## src/rtl/ans_delay_tick_ctrl.sv

```systemverilog
// Answer-delay control: starts the delay counter after the last tx byte, issues the
// 0.1 ms acquisition tick, and freezes/latches the count on the first rx start bit.
module ans_delay_tick_ctrl #(
    parameter int CLK_DIV     = 4000,
    parameter int DIV_W       = 16,
    parameter int SYNC_STAGES = 2
) (
    input  logic        clk,
    input  logic        rst,
    input  logic        Enable_i,
    input  logic        TxFrameDone_i,
    input  logic        Rx_i,
    input  logic        ClrCnt_i,
    input  logic        p_TimeOut_i,
    input  logic [15:0] TimeCnt_i,
    output logic        AcqSig_o,
    output logic        p_TimeCntStartSig_o,
    output logic        p_TimeCntHoldSig_o,
    output logic        p_TimeCntResetSig_o,
    output logic [15:0] AnsDelay_o,
    output logic        p_AnsValid_o,
    output logic        p_AnsTimeout_o,
    output logic        Busy_o
);

    typedef enum logic [1:0] {IDLE, WAIT, CAPTURE} state_t;

    localparam logic [DIV_W-1:0] DIV_MAX = DIV_W'(CLK_DIV - 1);

    state_t                 r_state;
    logic [DIV_W-1:0]       r_presc;
    logic [1:0]             r_guard;
    logic                   r_cap;
    logic [SYNC_STAGES-1:0] r_sync;
    logic                   r_rx_d;
    logic                   w_rx_s;
    logic                   w_fall;
    logic                   w_wrap;

    assign w_rx_s = r_sync[SYNC_STAGES-1];
    assign w_fall = r_rx_d & ~w_rx_s;
    assign w_wrap = (r_presc == DIV_MAX);
    assign Busy_o = (r_state != IDLE);

    // Idle-high line: preset the synchroniser so reset never looks like a start bit.
    always_ff @(posedge clk or posedge rst) begin
        if (rst) begin
            r_sync <= '1;
            r_rx_d <= 1'b1;
        end else begin
            r_sync <= {r_sync[SYNC_STAGES-2:0], Rx_i};
            r_rx_d <= w_rx_s;
        end
    end

    always_ff @(posedge clk or posedge rst) begin
        if (rst) begin
            r_state             <= IDLE;
            r_presc             <= '0;
            r_guard             <= '0;
            r_cap               <= 1'b0;
            AcqSig_o            <= 1'b0;
            p_TimeCntStartSig_o <= 1'b0;
            p_TimeCntHoldSig_o  <= 1'b0;
            p_TimeCntResetSig_o <= 1'b0;
            p_AnsValid_o        <= 1'b0;
            p_AnsTimeout_o      <= 1'b0;
            AnsDelay_o          <= '0;
        end else begin
            AcqSig_o            <= 1'b0;
            p_TimeCntStartSig_o <= 1'b0;
            p_TimeCntHoldSig_o  <= 1'b0;
            p_TimeCntResetSig_o <= 1'b0;
            p_AnsValid_o        <= 1'b0;
            p_AnsTimeout_o      <= 1'b0;
            case (r_state)
                IDLE: begin
                    r_presc <= '0;
                    if (Enable_i && TxFrameDone_i) begin
                        p_TimeCntStartSig_o <= 1'b1;
                        r_guard             <= '0;
                        r_state             <= WAIT;
                    end else if (ClrCnt_i) begin
                        p_TimeCntResetSig_o <= 1'b1;
                    end
                end
                WAIT: begin
                    if (!Enable_i) begin
                        p_TimeCntHoldSig_o <= 1'b1;
                        r_presc            <= '0;
                        r_state            <= IDLE;
                    end else if (TxFrameDone_i) begin
                        p_TimeCntStartSig_o <= 1'b1;
                        AcqSig_o            <= w_wrap;
                        r_presc             <= '0;
                        r_guard             <= '0;
                    end else if (w_fall) begin
                        p_TimeCntHoldSig_o <= 1'b1;
                        r_presc            <= '0;
                        r_cap              <= 1'b0;
                        r_state            <= CAPTURE;
                    end else if (p_TimeOut_i && r_guard == 2'd2) begin
                        p_TimeCntHoldSig_o <= 1'b1;
                        p_AnsTimeout_o     <= 1'b1;
                        r_presc            <= '0;
                        r_state            <= IDLE;
                    end else begin
                        AcqSig_o <= w_wrap;
                        r_presc  <= w_wrap ? '0 : r_presc + DIV_W'(1);
                        // Timeout is masked until the counter has cleared and settled.
                        if (r_guard != 2'd2) r_guard <= r_guard + 2'd1;
                    end
                end
                CAPTURE: begin
                    r_presc <= '0;
                    if (r_cap) begin
                        AnsDelay_o   <= TimeCnt_i;
                        p_AnsValid_o <= 1'b1;
                        r_state      <= IDLE;
                    end else begin
                        r_cap <= 1'b1;
                    end
                end
                default: r_state <= IDLE;
            endcase
        end
    end

endmodule
```

## config.mk

```make
export PLATFORM = sky130hd
export DESIGN_NAME = ans_delay_tick_ctrl
export DESIGN_NICKNAME = d
export VERILOG_FILES = /design/src/rtl/ans_delay_tick_ctrl.sv
export SDC_FILE = /design/constraint.sdc
export NUM_CORES = 1
export LEC_CHECK = 0
export BUFFER_PORTS_ARGS = -buffer_cell sky130_fd_sc_hd__clkbuf_2
export CAP_MARGIN = 20
export CORE_MARGIN = 4
export CORE_UTILIZATION = 55
export CTS_CLUSTER_SIZE = 8
export DETAILED_ROUTE_END_ITERATION = 7
export HOLD_SLACK_MARGIN = 0.12
export PLACE_DENSITY = 0.81
export SYNTH_ARGS = -nofsm -noshare
export SYNTH_HDL_FRONTEND = slang
export SYNTH_SLANG_ARGS = --single-unit
```

## constraint.sdc

```tcl
create_clock -name clk -period 4.91 [get_ports clk]
set_clock_uncertainty 0.1 [all_clocks]
set_input_delay 0.982 -clock clk [delete_from_list [all_inputs] [get_ports clk]]
set_output_delay 0.982 -clock clk [all_outputs]
set_load 0.005 [all_outputs]
```

After elaboration in Yosys (flattened, before gate mapping)
Index checks and enable logic that the tools add are counted.
Word-level totals
  flip-flop bits (word level): 46
  output and inout port bits: 23
  logic and storage cells: 91
Operators by class
  add/subtract/negate cells: 2
  equality and inequality tests: 15
  mux-type cells: 47
  bitwise logic cells: 2
  reduce and logical (&&, ||, !) cells: 12
Operators by type and width (number)
  16-bit two-way mux: 5
  16-bit one-hot mux with 2 select lines: 1
  1-bit two-way mux: 25
  2-bit two-way mux: 12
  16-bit by 1-bit adder with 16-bit output (second input constant): 1
  16-bit by 12-bit == test with 1-bit output (second input constant): 1
  2-bit != test (second input constant): 6
  3-bit != test (second input constant): 4
  4-bit AND reduction: 2
  2-bit nonzero test: 4
  2-bit one-hot mux with 3 select lines: 1
  6-bit AND reduction: 1
  2-bit == test (second input constant): 2
  4-bit != test (second input constant): 1
  1-bit one-hot mux with 2 select lines: 2
  2-bit one-hot mux with 2 select lines: 1
  2-bit by 1-bit adder with 2-bit output (second input constant): 1
  2-bit by 1-bit == test with 1-bit output (second input constant): 1
  1-bit logical AND: 2
  2-bit logical NOT: 1
  2-bit AND reduction: 1
  2-bit OR reduction: 1
  1-bit bitwise AND: 1
  1-bit inverter: 1

Longest topological paths before layout
  depth after elaboration: 7
  mapped depth: 7
  gate-level depth less buffers: 6

Worst setup path after synthesis
OpenSTA, ideal clock, no wires.
  path kind: input to register
  from: input port TxFrameDone_i
  to: register r_presc[2]
  setup time: 87 ps
  data arrival time: 2090 ps
  setup slack: 2634 ps
  stages on the path: 6
  cell sequence: buf_2 -> nand4bb_4 -> nor3b_4 -> buf_2 -> nand3_1 -> o211ai_1
On the way
  word-level cells in the longest chain between the ends: 3
RTL lines
  from (decl): RTL line 11  | input logic TxFrameDone_i,
  16-bit two-way mux: RTL line 92  | end else if (TxFrameDone_i) begin
  16-bit two-way mux: RTL line 88  | if (!Enable_i) begin
  16-bit one-hot mux with 2 select lines: RTL line 76  | case (r_state)
  to (signal assigned): RTL line 109  | r_presc <= w_wrap ? '0 : r_presc + DIV_W'(1);
  to (decl): RTL line 31  | logic [DIV_W-1:0] r_presc;
Every way passes these cells.
A chain may end at the register's enable or synchronous reset.

Worst setup path in the final report
  from: input port TxFrameDone_i
  to: register r_presc[5]
The elaborated chain is that of the path after synthesis.

==> impl_results.rst <==
.. list-table::
   :header-rows: 1

   * - Metric
     - Value
   * - Critical path startpoint category
     - input pin
   * - Latest clock arrival within the worst-skew pair
     - ~0.29 ns
   * - Clock tree from TritonCTS
     - yes
   * - Count of pins over their slew limit
     - 0
   * - CP arrival
     - between 2 and 3 ns
   * - CTS Root Buffer Type
     - clkbuf_8
   * - Final critical-path setup slack
     - approximately 2.4 ns
   * - Clock buffer count from CTS
     - 5
   * - Areal power density over the cells
     - 362.5 mW/mm^2
   * - Clock power share
     - between 30% and 40%
   * - Time the worst path needs with I/O delays and setup
     - about 2.5 ns
   * - Worst Path Buf+Inv
     - 1
   * - Count of flip-flops with a built-in enable after synthesis
     - 0
   * - Part of the Yosys area used for sequential elements
     - ~54%
   * - Element type at the critical path end
     - flop
   * - Area leader, netlist
     - dfrtp_1
   * - Number of DRC markers in iteration 0
     - 96
   * - Adder-cell area share of the yosys netlist
     - under 10%
   * - Cts repair resizes
     - 0
   * - Area growth from synthesis to final layout
     - 16.31%
   * - Ports placed on the boundary
     - 46
   * - Largest delay contributor family on the critical path
     - simple AND/OR/NAND/NOR gates
   * - Final-report hold violation count
     - 0
   * - Net Sw Power
     - 227.9 uW
   * - Chain of cells forming the critical path
     - clkbuf_2, nand4bb_4, nor3b_4, nand2_1, o311ai_1
   * - Post-synthesis sequential element count
     - 46
   * - Worst-case headroom to the max-slew limit
     - between 30% and 40%
   * - Critical path class
     - input pin to flop
   * - Number of setup violations in the final report
     - 0
   * - Most used DFF post-synth
     - dfrtp_1
   * - Simple-gate area share of the yosys netlist
     - 28.97%
   * - Number of buffers added on ports
     - 45
   * - Endpoint of the worst register-to-register path
     - r_presc[5]
   * - Period utilization
     - roughly 52%
   * - Start of the worst register-to-register path
     - r_guard[0]
   * - Placed cell areas
     - between 0.002 and 0.0025 mm^2
   * - Relative contribution of combinational cells to total power
     - 16.2%
   * - Area of the core
     - approximately 0.0037 mm^2
   * - Seq pwr share
     - roughly 52%
   * - Deepest clock path buffer count
     - 2
   * - CTS clock-pin slew for the worst setup and hold paths
     - 0.08 ns
   * - RSZ-0062 raised after global routing
     - no
   * - Number of post-CTS setup repair buffers
     - 0
   * - Syn. warnings
     - 0
   * - Most common cell in the netlist
     - nand2_1
   * - Maximum level of the CTS H-tree
     - 2
   * - DR pass1 iterations
     - 4
   * - DR WL/cell
     - approximately 14 um
   * - Highest cell delay on the worst timing path
     - a little under 0.6 ns
   * - Wire length reported by the detailed router
     - about 4200 um
   * - Half-perimeter wire length after detailed placement
     - approximately 2900 um
   * - Floorplan die area
     - about 0.005 mm^2
   * - Antenna violations before repair
     - 0
   * - Min-delay src
     - r_sync[0]
   * - Wire length of the first global-routing pass
     - ~7100 um
   * - Worst R2R Path Depth
     - 6
   * - Row count
     - 22
   * - Post-synthesis share of cell area spent on xor and xnor gates
     - less than 1%
   * - Hold bufs inserted after CTS
     - 0
   * - Accumulated negative setup slack
     - 0 ns
   * - Type of the tightest min-delay check
     - flop to flop
   * - Peak clock frequency supported by timing
     - 394.7 MHz
   * - Synthesized area
     - between 0.002 and 0.0025 mm^2
   * - Worst setup timing slack at the placement stage
     - ~2.1 ns
   * - Final Instance Count excl. Fillers
     - between 300 and 400
   * - Peak supply drop
     - between 0.15 and 0.2 mV
   * - Reported leakage power
     - 0.001241 uW
   * - Initial Util
     - a little under three fifths
   * - Critical Path Fanout Max
     - 18
   * - Count of distinct cell types in the synthesized netlist
     - 42
   * - Average cell area after synthesis
     - 9.876 um^2
   * - Endpoint of the worst hold-timing path
     - r_sync[1]
   * - Pin count of the biggest net entering global routing
     - 47
   * - Overall Global Routing Usage
     - between 10% and 20%
   * - Final net count
     - 283
   * - Global route overflow
     - 0
   * - Synthesized net count
     - approximately 240
   * - Diodes inserted
     - 0
   * - Vias in the first global route
     - 1,546
   * - Number of cells produced by synthesis
     - between 200 and 250
   * - Measured slew at the worst slew-check pin
     - around 0.93 ns
   * - Int Pwr
     - between 600 and 700 uW
   * - Fraction of synthesis flops using an asynchronous set or reset pin
     - 100.0%
   * - Required time of the critical path
     - approximately 5 ns
   * - TritonCTS sink count
     - 46
   * - Combinational family with the most area after synthesis
     - simple AND/OR/NAND/NOR gates
   * - Fraction of layout cells with a size suffix above 1
     - approximately 25%
   * - Flop2flop setup slack
     - about 2.8 ns
   * - Die Span X
     - about 70 um
   * - Number of maximum-capacitance violations
     - 0
   * - List of most frequent post-synthesis cells
     - 66 x nand2_1, 43 x dfrtp_1, 8 x and3_1, 8 x nor2_1
   * - Share of the synthesized area in the top cell type
     - between 50% and 60%
   * - Average via count per standard cell
     - 5.444
   * - Crit-path slowest cell
     - nor3b_4
   * - Compound-Gate Fraction of Synth Area
     - 9.326%
   * - Post-synthesis mux area share
     - under 10%
   * - Switching Fraction
     - 25.34%
   * - Post-route cell area
     - 0.002481 mm^2
   * - Vias after detailed routing
     - 1,666
   * - Remaining antenna violation count
     - 0
   * - Total instance count after detailed placement
     - approximately 300
   * - Status
     - finished clean
   * - Placer congestion estimate
     - 0.8573
   * - Top cells by area in the synthesized netlist
     - dfrtp_1 50%, nand2_1 12%, dfstp_2 3.7%
   * - Cell depth of the worst min-delay path
     - 0
   * - Number of remaining DRC errors
     - 0
   * - Chip height
     - between 70 and 80 um
[layer usage]
| metal | part of all wire, % | up-vias | track usage (%) |
|---|---|---|---|
| met1 | 48 | 777 | 25.63 |
| met3 | 6.7 | 2 | 4.604 |
| met2 | 45 | 50 | 26.51 |
| met5 | 0 | - | 0 |
| li1 | - | 837 | - |
| met4 | 0.40 | 0 | 4.468 |
[cells by family after synthesis]
kind of cell    Yosys count
xor+xnor                  2
buf+inv                  17
flops                    46
simple gates            118
mux                       4
fa+ha+maj                 2
compound gates           27
[worst reg2reg max path: stages (launching register included)]
cell	delay, ns
dfrtp_1	0.37
inv_1	0.05
ha_1	0.22
nand2_1	0.09
nor3b_4	0.58
nand2_1	0.30
o311ai_1	0.32
[state kept, by name, indices dropped and copies added (netlist names)]
signal,count
p_TimeCntHoldSig_o,1
r_rx_d,1
r_sync,2
p_AnsTimeout_o,1
p_TimeCntStartSig_o,1
r_state,2
AnsDelay_o,16
AcqSig_o,1
p_TimeCntResetSig_o,1
r_cap,1
r_guard,2
r_presc,16
p_AnsValid_o,1
[layout make-up]
type	count	area [um^2]
tap	48	60.06
inverter	7	26.28
multi-input combinational	153	902.1
timing repair buffer	45	225.2
clock inverter	1	30.03
sequential	46	1155
fill	307	1235
clock buffer	6	82.58
[placed cells by master, fill, tap and decap left out, types with 3 or more instances in the layout]
cell	count
clkbuf_2	45
and4_1	4
dfrtp_1	43
nor2_1	8
nand3_1	6
and2_1	3
nor3_1	4
clkbuf_8	6
a221o_1	5
o211ai_1	4
and3_1	8
nand4_1	5
dfstp_2	3
nand2_1	66
o21ai_0	3
a31oi_1	3
a21oi_1	4
inv_1	5
[worst max path at each step]
| stage | start | endpoint | slack, ns | cells after the start |
|---|---|---|---|---|
| 5_1_grt | TxFrameDone_i | r_presc[5] | 2.25 | 5 |
| 4_1_cts | TxFrameDone_i | r_presc[5] | 2.40 | 5 |
| 6_report | TxFrameDone_i | r_presc[5] | 2.38 | 5 |
| 3_5_place_dp | TxFrameDone_i | r_presc[5] | 2.12 | 5 |
| 3_3_place_gp | TxFrameDone_i | r_presc[5] | 2.17 | 5 |
| 2_1_floorplan | TxFrameDone_i | r_presc[2] | 2.63 | 6 |
[power by group through the flow]
stage                     Clock, uW  Sequential, uW  Combinational (uW)
after floorplan                   0             480                66.5
after global routing            309             479                 167
after CTS                       289             471                 150
after global placement            0             476                 144
final                           282             471                 146
after detailed placement          0             479                 149
[per-stage QoR]
| stage | hold WS (ns) | utilization (%) | power [uW] |
|---|---|---|---|
| after detailed placement | 0.2479 | 63.74 | 628.1 |
| after global routing | 0.2621 | 66.77 | 955.3 |
| after global placement | 0.2461 | 63.74 | 619.7 |
| after CTS | 0.2604 | 66.77 | 910.1 |
| final | 0.2593 | 66.77 | 899.4 |
| after floorplan | 0.2452 | - | 547.0 |
Note: power is estimated with default switching activity, not from simulation.
